==> src/rtl/btb_update_arbiter.sv <==
// btb_update_arbiter
//   Sole write master of the BTB. Mispredicted control-flow updates from EX are
//   filtered, coalesced and queued in a small FIFO, then round-robined against a
//   debug/preload port. A clear sweep rewrites every BTB index so that every hit
//   predicts PC+4.
//
// Ports
//   clk, rst_n              clock (posedge), asynchronous active-low reset
//   upd_valid/pc/npc/       EX resolution: PC, actual NPC and the NPC predicted at
//   upd_npc_pred            fetch; only mispredicts with aligned PCs are queued
//   upd_ready               queue can accept (not full, not sweeping)
//   dbg_valid/pc/npc        debug write request, held until dbg_ready
//   dbg_ready               debug request granted this cycle
//   sweep_req               start a clear sweep (level, sampled at posedge)
//   sweep_busy              sweep in progress
//   btb_we/btb_pc/btb_npc   registered BTB write port
//   drop_cnt                saturating count of lost mispredict updates
module btb_update_arbiter #(
    parameter int FIFO_DEPTH = 4,
    parameter int INDEX_BITS = 8,
    parameter int CNT_W      = 16
) (
    input  logic             clk,
    input  logic             rst_n,
    input  logic             upd_valid,
    input  logic [15:0]      upd_pc,
    input  logic [15:0]      upd_npc,
    input  logic [15:0]      upd_npc_pred,
    output logic             upd_ready,
    input  logic             dbg_valid,
    input  logic [15:0]      dbg_pc,
    input  logic [15:0]      dbg_npc,
    output logic             dbg_ready,
    input  logic             sweep_req,
    output logic             sweep_busy,
    output logic             btb_we,
    output logic [15:0]      btb_pc,
    output logic [15:0]      btb_npc,
    output logic [CNT_W-1:0] drop_cnt
);

    localparam int PTR_W = (FIFO_DEPTH > 1) ? $clog2(FIFO_DEPTH) : 1;
    localparam logic [PTR_W:0] DEPTH = (PTR_W+1)'(FIFO_DEPTH);

    typedef enum logic [1:0] {
        IDLE  = 2'd0,
        SERVE = 2'd1,
        SWEEP = 2'd2
    } state_t;

    state_t            state;
    logic [15:0]       q_pc  [FIFO_DEPTH];
    logic [15:0]       q_npc [FIFO_DEPTH];
    logic [PTR_W-1:0]  rd_ptr;
    logic [PTR_W-1:0]  wr_ptr;
    logic [PTR_W:0]    count;
    logic [PTR_W:0]    count_next;
    logic              rr_last_dbg;   // 1: debug won the most recent grant
    logic [INDEX_BITS:0] sweep_idx;   // next index to write; MSB set = sweep done

    logic             sweeping;
    logic             sweep_start;
    logic             fifo_pend;
    logic             cand;
    logic [PTR_W-1:0] tail_ptr;
    logic             grant_fifo;
    logic             grant_dbg;
    logic             tail_popped;
    logic             coalesce;
    logic             push;
    logic             drop;

    function automatic logic [CNT_W-1:0] sat_inc(input logic [CNT_W-1:0] v);
        return (&v) ? v : v + CNT_W'(1);
    endfunction

    function automatic logic [15:0] sweep_pc(input logic [INDEX_BITS-1:0] idx);
        return 16'(idx) << 2;
    endfunction

    assign sweeping    = (state == SWEEP);
    assign sweep_start = !sweeping && sweep_req;
    assign fifo_pend   = (count != '0);
    assign tail_ptr    = wr_ptr - PTR_W'(1);

    // Only mispredicted, word-aligned control flow is worth a BTB write.
    assign cand = upd_valid && (upd_npc != upd_npc_pred) && (upd_pc[1:0] == 2'b00);

    // Grant is decided from current occupancy so a freshly queued entry can be
    // written on the very next edge; a starting sweep suppresses all grants.
    always_comb begin
        grant_fifo = 1'b0;
        grant_dbg  = 1'b0;
        if (!sweeping && !sweep_req) begin
            if (fifo_pend && dbg_valid) begin
                if (rr_last_dbg) grant_fifo = 1'b1;
                else             grant_dbg  = 1'b1;
            end else if (fifo_pend) begin
                grant_fifo = 1'b1;
            end else if (dbg_valid) begin
                grant_dbg = 1'b1;
            end
        end
    end

    // The tail can only be overwritten if it is not leaving the queue this cycle.
    assign tail_popped = grant_fifo && (count == (PTR_W+1)'(1));
    assign coalesce    = cand && fifo_pend && !tail_popped && (q_pc[tail_ptr] == upd_pc);

    // Ready is evaluated before any pop, so a push into a full queue is lost even
    // when an entry drains in the same cycle.
    assign upd_ready = (count < DEPTH) && !sweeping;
    assign dbg_ready = grant_dbg;
    assign push      = cand && upd_ready && !coalesce;
    assign drop      = cand && !upd_ready && !coalesce;

    always_comb begin
        count_next = count;
        if (push && !grant_fifo)      count_next = count + (PTR_W+1)'(1);
        else if (!push && grant_fifo) count_next = count - (PTR_W+1)'(1);
    end

    // Queue storage carries no reset; occupancy is tracked by the pointers.
    always_ff @(posedge clk) begin
        if (push) begin
            q_pc[wr_ptr]  <= upd_pc;
            q_npc[wr_ptr] <= upd_npc;
        end else if (coalesce) begin
            q_npc[tail_ptr] <= upd_npc;
        end
    end

    always_ff @(posedge clk or negedge rst_n) begin
        if (!rst_n) begin
            state       <= IDLE;
            rd_ptr      <= '0;
            wr_ptr      <= '0;
            count       <= '0;
            rr_last_dbg <= 1'b0;
            sweep_idx   <= '0;
            sweep_busy  <= 1'b0;
            btb_we      <= 1'b0;
            btb_pc      <= '0;
            btb_npc     <= '0;
            drop_cnt    <= '0;
        end else begin
            if (drop) drop_cnt <= sat_inc(drop_cnt);

            if (sweep_start) begin
                // Flush pending EX work and issue index 0 right away.
                state      <= SWEEP;
                rd_ptr     <= '0;
                wr_ptr     <= '0;
                count      <= '0;
                sweep_busy <= 1'b1;
                sweep_idx  <= (INDEX_BITS+1)'(1);
                btb_we     <= 1'b1;
                btb_pc     <= sweep_pc('0);
                btb_npc    <= sweep_pc('0) + 16'd4;
            end else if (sweeping) begin
                if (sweep_idx[INDEX_BITS]) begin
                    state      <= IDLE;
                    sweep_busy <= 1'b0;
                    btb_we     <= 1'b0;
                end else begin
                    btb_we    <= 1'b1;
                    btb_pc    <= sweep_pc(sweep_idx[INDEX_BITS-1:0]);
                    btb_npc   <= sweep_pc(sweep_idx[INDEX_BITS-1:0]) + 16'd4;
                    sweep_idx <= sweep_idx + (INDEX_BITS+1)'(1);
                end
            end else begin
                btb_we <= grant_fifo || grant_dbg;
                if (grant_fifo) begin
                    btb_pc      <= q_pc[rd_ptr];
                    btb_npc     <= q_npc[rd_ptr];
                    rd_ptr      <= rd_ptr + PTR_W'(1);
                    rr_last_dbg <= 1'b0;
                end else if (grant_dbg) begin
                    btb_pc      <= dbg_pc;
                    btb_npc     <= dbg_npc;
                    rr_last_dbg <= 1'b1;
                end
                if (push) wr_ptr <= wr_ptr + PTR_W'(1);
                count <= count_next;
                state <= ((count_next != '0) || (dbg_valid && !grant_dbg)) ? SERVE : IDLE;
            end
        end
    end

endmodule

==> config.mk <==
export PLATFORM = sky130hd
export DESIGN_NAME = btb_update_arbiter
export DESIGN_NICKNAME = d
export VERILOG_FILES = /design/src/rtl/btb_update_arbiter.sv
export SDC_FILE = /design/constraint.sdc
export NUM_CORES = 1
export LEC_CHECK = 0
export ABC_AREA = 1
export BUFFER_PORTS_ARGS = -buffer_cell sky130_fd_sc_hd__buf_2
export CAP_MARGIN = 5
export CORE_UTILIZATION = 50
export CTS_CLUSTER_DIAMETER = 80
export DETAILED_ROUTE_END_ITERATION = 8
export PLACE_DENSITY_LB_ADDON = 0.1
export SETUP_SLACK_MARGIN = 0.2
export SLEW_MARGIN = 10
export SYNTH_ARGS = -nofsm -noshare
export SYNTH_HDL_FRONTEND = slang
export SYNTH_SLANG_ARGS = --single-unit
export TNS_END_PERCENT = 30
==> constraint.sdc <==
create_clock -name clk -period 4.8 [get_ports clk]
set_clock_uncertainty 0.1 [all_clocks]
set_input_delay 0.48 -clock clk [delete_from_list [all_inputs] [get_ports clk]]
set_output_delay 0.48 -clock clk [all_outputs]
set_load 0.03 [all_outputs]
======== Word-level counts from Yosys, hierarchy flattened ========
Memories as Yosys holds them, arrays and structs flattened.
Cells that the tools add are included.
W data, S select, Z words.
cells by class
  add/subtract/negate cells ............... 8
  muxes and demuxes ....................... 52
  reduce and logical (&&, ||, !) cells .... 45
  magnitude comparators ................... 1
  eq/ne operators ......................... 8
  bitwise gates (word level) .............. 3
operator list
  cell                     number
  $mux W16                 11
  $mux W9                  3
  $mux W1                  24
  $mux W2                  10
  $logic_and A1 B1 Y1      17
  $add A16 B1 Y16 const B  1
  $eq A16 B16 Y1           1
  $ne A16 B16 Y1           1
  $reduce_and A16 Y1       1
  $reduce_or A16 Y1        1
  $mux W3                  4
  $reduce_and A2 Y1        6
  $add A10 B3 Y11 const B  1
  $reduce_bool A2 Y1       5
  $add A9 B1 Y9 const B    1
  $logic_not A1 Y1         8
  $ne A3 B2 Y1 const B     2
  $reduce_bool A3 Y1       2
  $add A2 B1 Y2 const B    2
  $ne A2 B1 Y1 const B     2
  $reduce_bool A4 Y1       1
  $add A3 B1 Y3 const B    1
  $eq A3 B1 Y1 const B     1
  $lt A3 B3 Y1 const B     1
  other kinds (7)          10
storage, ports and cells
  word-level logic and storage cells ...... 131
  bits in writable memories ............... 128
  input port bits ......................... 85
  output and inout port bits .............. 52
  memories kept ........................... 2
  register bits after elaboration ......... 69
memory list
  memory  words  width  read ports  clocked after memory_dff  write ports  line  RTL
  q_npc   4      16     1           0                         1            53    logic [15:0] q_npc [FIFO_DEPTH];
  q_pc    4      16     2           0                         1            52    logic [15:0] q_pc [FIFO_DEPTH];

======== Logic depth before layout (Yosys ltp) ========
  word-level depth ........................ 19
  mapped depth ............................ 23
  depth with buffers taken out ............ 19

======== Worst setup path after synthesis ========
No wires, ideal clock.
  kind .................................... register to register
  start point ............................. register wr_ptr[0]
  end point ............................... memory q_npc[2][0] (enable)
  path buffers ............................ 4
  required time ........................... 4312 ps
  arrival time ............................ 2916 ps
  slack ................................... 1395 ps
  library setup time ...................... 388 ps
  cell stages (with the launch flop) ...... 19
  clock period less this slack ............ 3405 ps
  cells stage by stage .................... dfrtp_1 -> buf_6 -> inv_6 -> buf_6 -> ha_1 -> buf_4 -> inv_4 -> buf_6 -> nand3_1 -> nand3b_1 -> nand2_1 -> nor2_1 -> nand2_1 -> nor2_2 -> nand3_4 -> nand2_1 -> o21a_1 -> inv_1 -> nor2_1
between the ends
  word-level cells in the longest chain between the ends .. 10
  elaborated cells on any way between the ends .. 14
  those cells by class .................... 1 x add/sub; 1 x eq/ne; 7 x mux; 4 x reduce/logical; 1 x memory
ends and longest elaborated chain
  element                                       line  RTL
  start: declaration                            55    logic [PTR_W-1:0] wr_ptr;
  start signal: assignment                      183   if (push) wr_ptr <= wr_ptr + PTR_W'(1);
  $sub A2 B1 Y2                                 84    assign tail_ptr = wr_ptr - PTR_W'(1);
  $mem_v2 Z4 W16                                -
  $eq A16 B16 Y1                                108   assign coalesce = cand && fifo_pend && !tail_popped && (q_pc[tail_ptr] == upd_pc);
  $logic_and A1 B1 Y1                           108
  $logic_not A1 Y1                              114   assign push = cand && upd_ready && !coalesce;
  $logic_and A1 B1 Y1                           114
  $mux W1                                       125   if (push) begin
  $mux W1 (not written as such)                 129   q_npc[tail_ptr] <= upd_npc;
  $reduce_or A16 Y1 (no line)                   -
  $mux W2 (no line) or $mux W1 (tied branches)  -
  end: declaration                              53
Several ways; a longest one is shown, not always the timed one.

======== Worst setup path in the final report ========
  start point ............................. register wr_ptr[0]
  end point ............................... memory q_pc[2][10] (enable)
between the ends
  word-level cells in the longest chain between the ends .. 8
ends and longest elaborated chain
  element                        line  RTL
  $sub A2 B1 Y2                  84
  $mem_v2 Z4 W16                 -
  $eq A16 B16 Y1                 108
  $logic_and A1 B1 Y1            108
  $logic_not A1 Y1               114
  $logic_and A1 B1 Y1            114
  $mux W1                        125
  $mux W1 (not written as such)  126   q_pc[wr_ptr] <= upd_pc;
  end: declaration               52
Several ways; a longest one is shown, not always the timed one.

==> impl_metrics.tcl <==
set metrics [dict create \
    viasPerCell 5.50 \
    postSynthCellCount 1012 \
    n_antenna_cell 0 \
    syn_to_final_growth_pct 15.7 \
    avgSynthCellArea_um2 9.41 \
    firstDrtPassIters 5 \
    grt_pass1_wl_um 38100 \
    io_pins 137 \
    p_int_mw 3.44 \
    yosys_warnings 0 \
    seq_area_frac_synth_pct 58.5 \
    fin_crit_sh_pct 79.2 \
    die_x_um 140 \
    fillers 1625 \
    met1_length_um 10800 \
    syn-num-nets 1107 \
    path_max_fanout 37 \
    antenna_found_initial 0 \
    post-route-drc-count 0 \
    synth_edf_count 128 \
    place.gp.congestion 0.817 \
    final_common_cell "nand2_1" \
    cts_inserted_buffers 17 \
    dr_wl_met3_um 1620 \
    final_util_pct 58.9 \
    powerDensity_nw_per_um2 526 \
    die_h_um 140 \
    end_kind "flop" \
    setup.worst_path.start_class "flop" \
    vias 7642 \
    power_switching_mw 2.36 \
    maxSlewViolCount 0 \
    post_cts_buffers 0 \
    async_flop_share_pct 35.0 \
    grt_usage_pct 25.5 \
    clk_pin_slew_ns 0.08 \
    outcome "completed" \
    h-tree-depth 4 \
    core.rowCount 50 \
    path_buf_inv 3 \
    drt-initial-drc-count 557 \
    cts-resized-gates 0 \
    synthFlopType "edfxtp_1" \
    grt_start_max_net_pins 70 \
    tightestPinTransition_ns 0.954 \
    clkPwrFrac_pct 24.5 \
    cts_hold_buf 0 \
    overflow 0 \
    dieArea_um2 19600 \
    portBuffers 136 \
    drv_cap 0 \
    synthDistinctLibCells 44 \
    drtAntennaViolNets 0 \
    clock_path_buffers 2 \
    cp.arrival_ns 3.84 \
    switching_share_pct 40.7 \
    grt_pass1_vias 7343 \
    dp_hpwl_um 15900 \
    ctsRootBufferMaster "clkbuf_16" \
    cts_sinks 197 \
    seq_power_share_pct 36.4 \
    layout_common_cells "nand2_1 (287), buf_2 (135), edfxtp_1 (128)" \
    ys_ff_latch 197 \
    critPathSlowestCell "ha_1" \
    max_clock_freq_ghz 0.263 \
    p_leak_nw 4.86 \
    final.setup.tns_ns 0 \
    met2WireLength_um 10900 \
    p_comb_share_pct 39.0 \
    avgRoutedWirePerCell_um 17.0 \
    post-route-min-period_ns 3.80 \
    cts_tree "done" \
    crit_type "reg -> reg" \
    cp_slowest_stage_delay_ns 0.82 \
    syn-cell-area_um2 9520 \
    core_area_um2 18700 \
    critPathRequiredTime_ns 4.84 \
    initial_core_util_pct 50.9 \
    rsz0062_at_grt "no" \
    hold_class "in -> async" \
    drive_gt1_share_pct 17.8 \
    wl_um 23700 \
    cp_cell_sequence "inv_6, ha_1, inv_4, nand3_1, nand3b_1, nand2_1, nor2_1, nand2_1, nor2_2, nand3_4, nand2_4, nor2_1, buf_4" \
    ir_worst_vdd_v 0.000264 \
    maxSlewHeadroom_pct 36.3 \
    nets 1237 \
    highest-signal-layer "met4" \
    cp_top_family "simple AND/OR/NAND/NOR gates" \
    hold_violations 0 \
    clkLatencyLatePin_ns 0.44 \
    setup_viol 0 \
]
-- layout make-up --
cell class,instances,area (um2),share of cell area [%]
clock inverter,15,165,1.50
sequential,197,5570,50.6
timing repair buffer,156,833,7.56
multi-input combinational,692,3430,31.1
inverter,78,303,2.75
tap,234,293,2.66
clock buffer,17,425,3.86
-- routing by layer --
metal	GRT usage, %	vias to the layer above
met5	0	-
met4	7.35	0
met3	6.09	25
met2	40.5	275
met1	34.9	3638
li1	-	3704
-- Yosys cell counts, types with 2 or more instances --
master | count | area share, %
nand4_1 | 4 | 0.26
nand3b_1 | 15 | 1.2
clkbuf_1 | 27 | 1.1
a221oi_1 | 6 | 0.55
nor3_1 | 7 | 0.37
o21ai_1 | 2 | 0.11
inv_1 | 74 | 2.9
nor2_2 | 3 | 0.20
o21ai_0 | 51 | 2.7
buf_4 | 3 | 0.24
o22ai_1 | 21 | 1.4
inv_4 | 2 | 0.13
xor2_1 | 14 | 1.3
dfrtp_1 | 69 | 18
o211ai_1 | 6 | 0.47
a21oi_1 | 62 | 3.3
buf_6 | 6 | 0.71
a32o_1 | 4 | 0.42
buf_1 | 4 | 0.16
ha_1 | 10 | 1.3
a31oi_1 | 3 | 0.20
a22oi_1 | 16 | 1.3
nor2_1 | 101 | 4.0
nor4_1 | 2 | 0.13
nand3_1 | 50 | 2.6
nand2_1 | 287 | 11
xnor2_1 | 6 | 0.55
edfxtp_1 | 128 | 40
a221o_1 | 7 | 0.74
nand2_4 | 2 | 0.24
buf_2 | 5 | 0.26
a41oi_1 | 3 | 0.28
-- worst paths after layout --
| path | end | start | slack (ns) | cells past startpoint |
|---|---|---|---|---|
| min in group clk | q_pc[1][8]$_DFFE_PP_ | upd_pc[8] | 0.18 | 1 |
| worst max register to register | q_pc[2][10]$_DFFE_PP_ | wr_ptr[0]$_DFFE_PN0P_ | 1.0 | 13 |
| worst max-delay path | q_pc[2][10]$_DFFE_PP_ | wr_ptr[0]$_DFFE_PN0P_ | 1.0 | 13 |
| worst min-delay path | btb_npc[6]$_DFFE_PN0P_ | rst_n | 0.08 | 1 |
| max in group asynchronous | rd_ptr[0]$_DFFE_PN0P_ | rst_n | 3.84 | 1 |
| worst min register to register | drop_cnt[8]$_DFFE_PN0P_ | drop_cnt[8]$_DFFE_PN0P_ | 0.39 | 1 |
-- cell families (layout without fill, tap and decap cells) --
family | count (synthesis) | count (layout) | share of synthesized area (%)
adder cells (fa/ha/maj) | 10 | 10 | 1.31
AND/OR/NAND/NOR | 479 | 479 | 21.2
flip-flops | 197 | 197 | 58.5
AO/OA/AOI/OAI | 183 | 183 | 11.5
XOR/XNOR | 20 | 20 | 1.84
buffers and inverters | 123 | 266 | 5.61
-- power groups by stage --
stage	logic, mW	clock network [mW]	registers (mW)
floorplan	1.48	0	2.32
global placement	2.21	0	2.15
detailed placement	2.26	0	2.14
CTS	2.26	1.44	2.11
global route	2.55	1.50	2.13
finish	2.26	1.42	2.11
-- flip-flops by register name, summed over array words and instances (netlist names) --
name         count
drop_cnt        16
q_pc            64
rr_last_dbg      1
rd_ptr           2
state            2
wr_ptr           2
btb_we           1
btb_npc         16
q_npc           64
sweep_idx        9
count            3
sweep_busy       1
btb_pc          16
-- stage by stage --
step	power [mW]	instance area (um2)	hold WS [ns]	worst slack (ns)	std cells
3_5_place_dp	4.40	10400	0.370	0.988	1357
4_1_cts	5.82	11000	0.118	0.970	1389
6_report	5.80	11000	0.0837	0.997	1389
2_1_floorplan	3.80	9520	0.0844	1.40	1012
5_1_grt	6.18	11000	0.165	0.761	1389
3_3_place_gp	4.36	10400	0.365	1.12	1357
No activity file was read; power rests on OpenSTA's default activity.
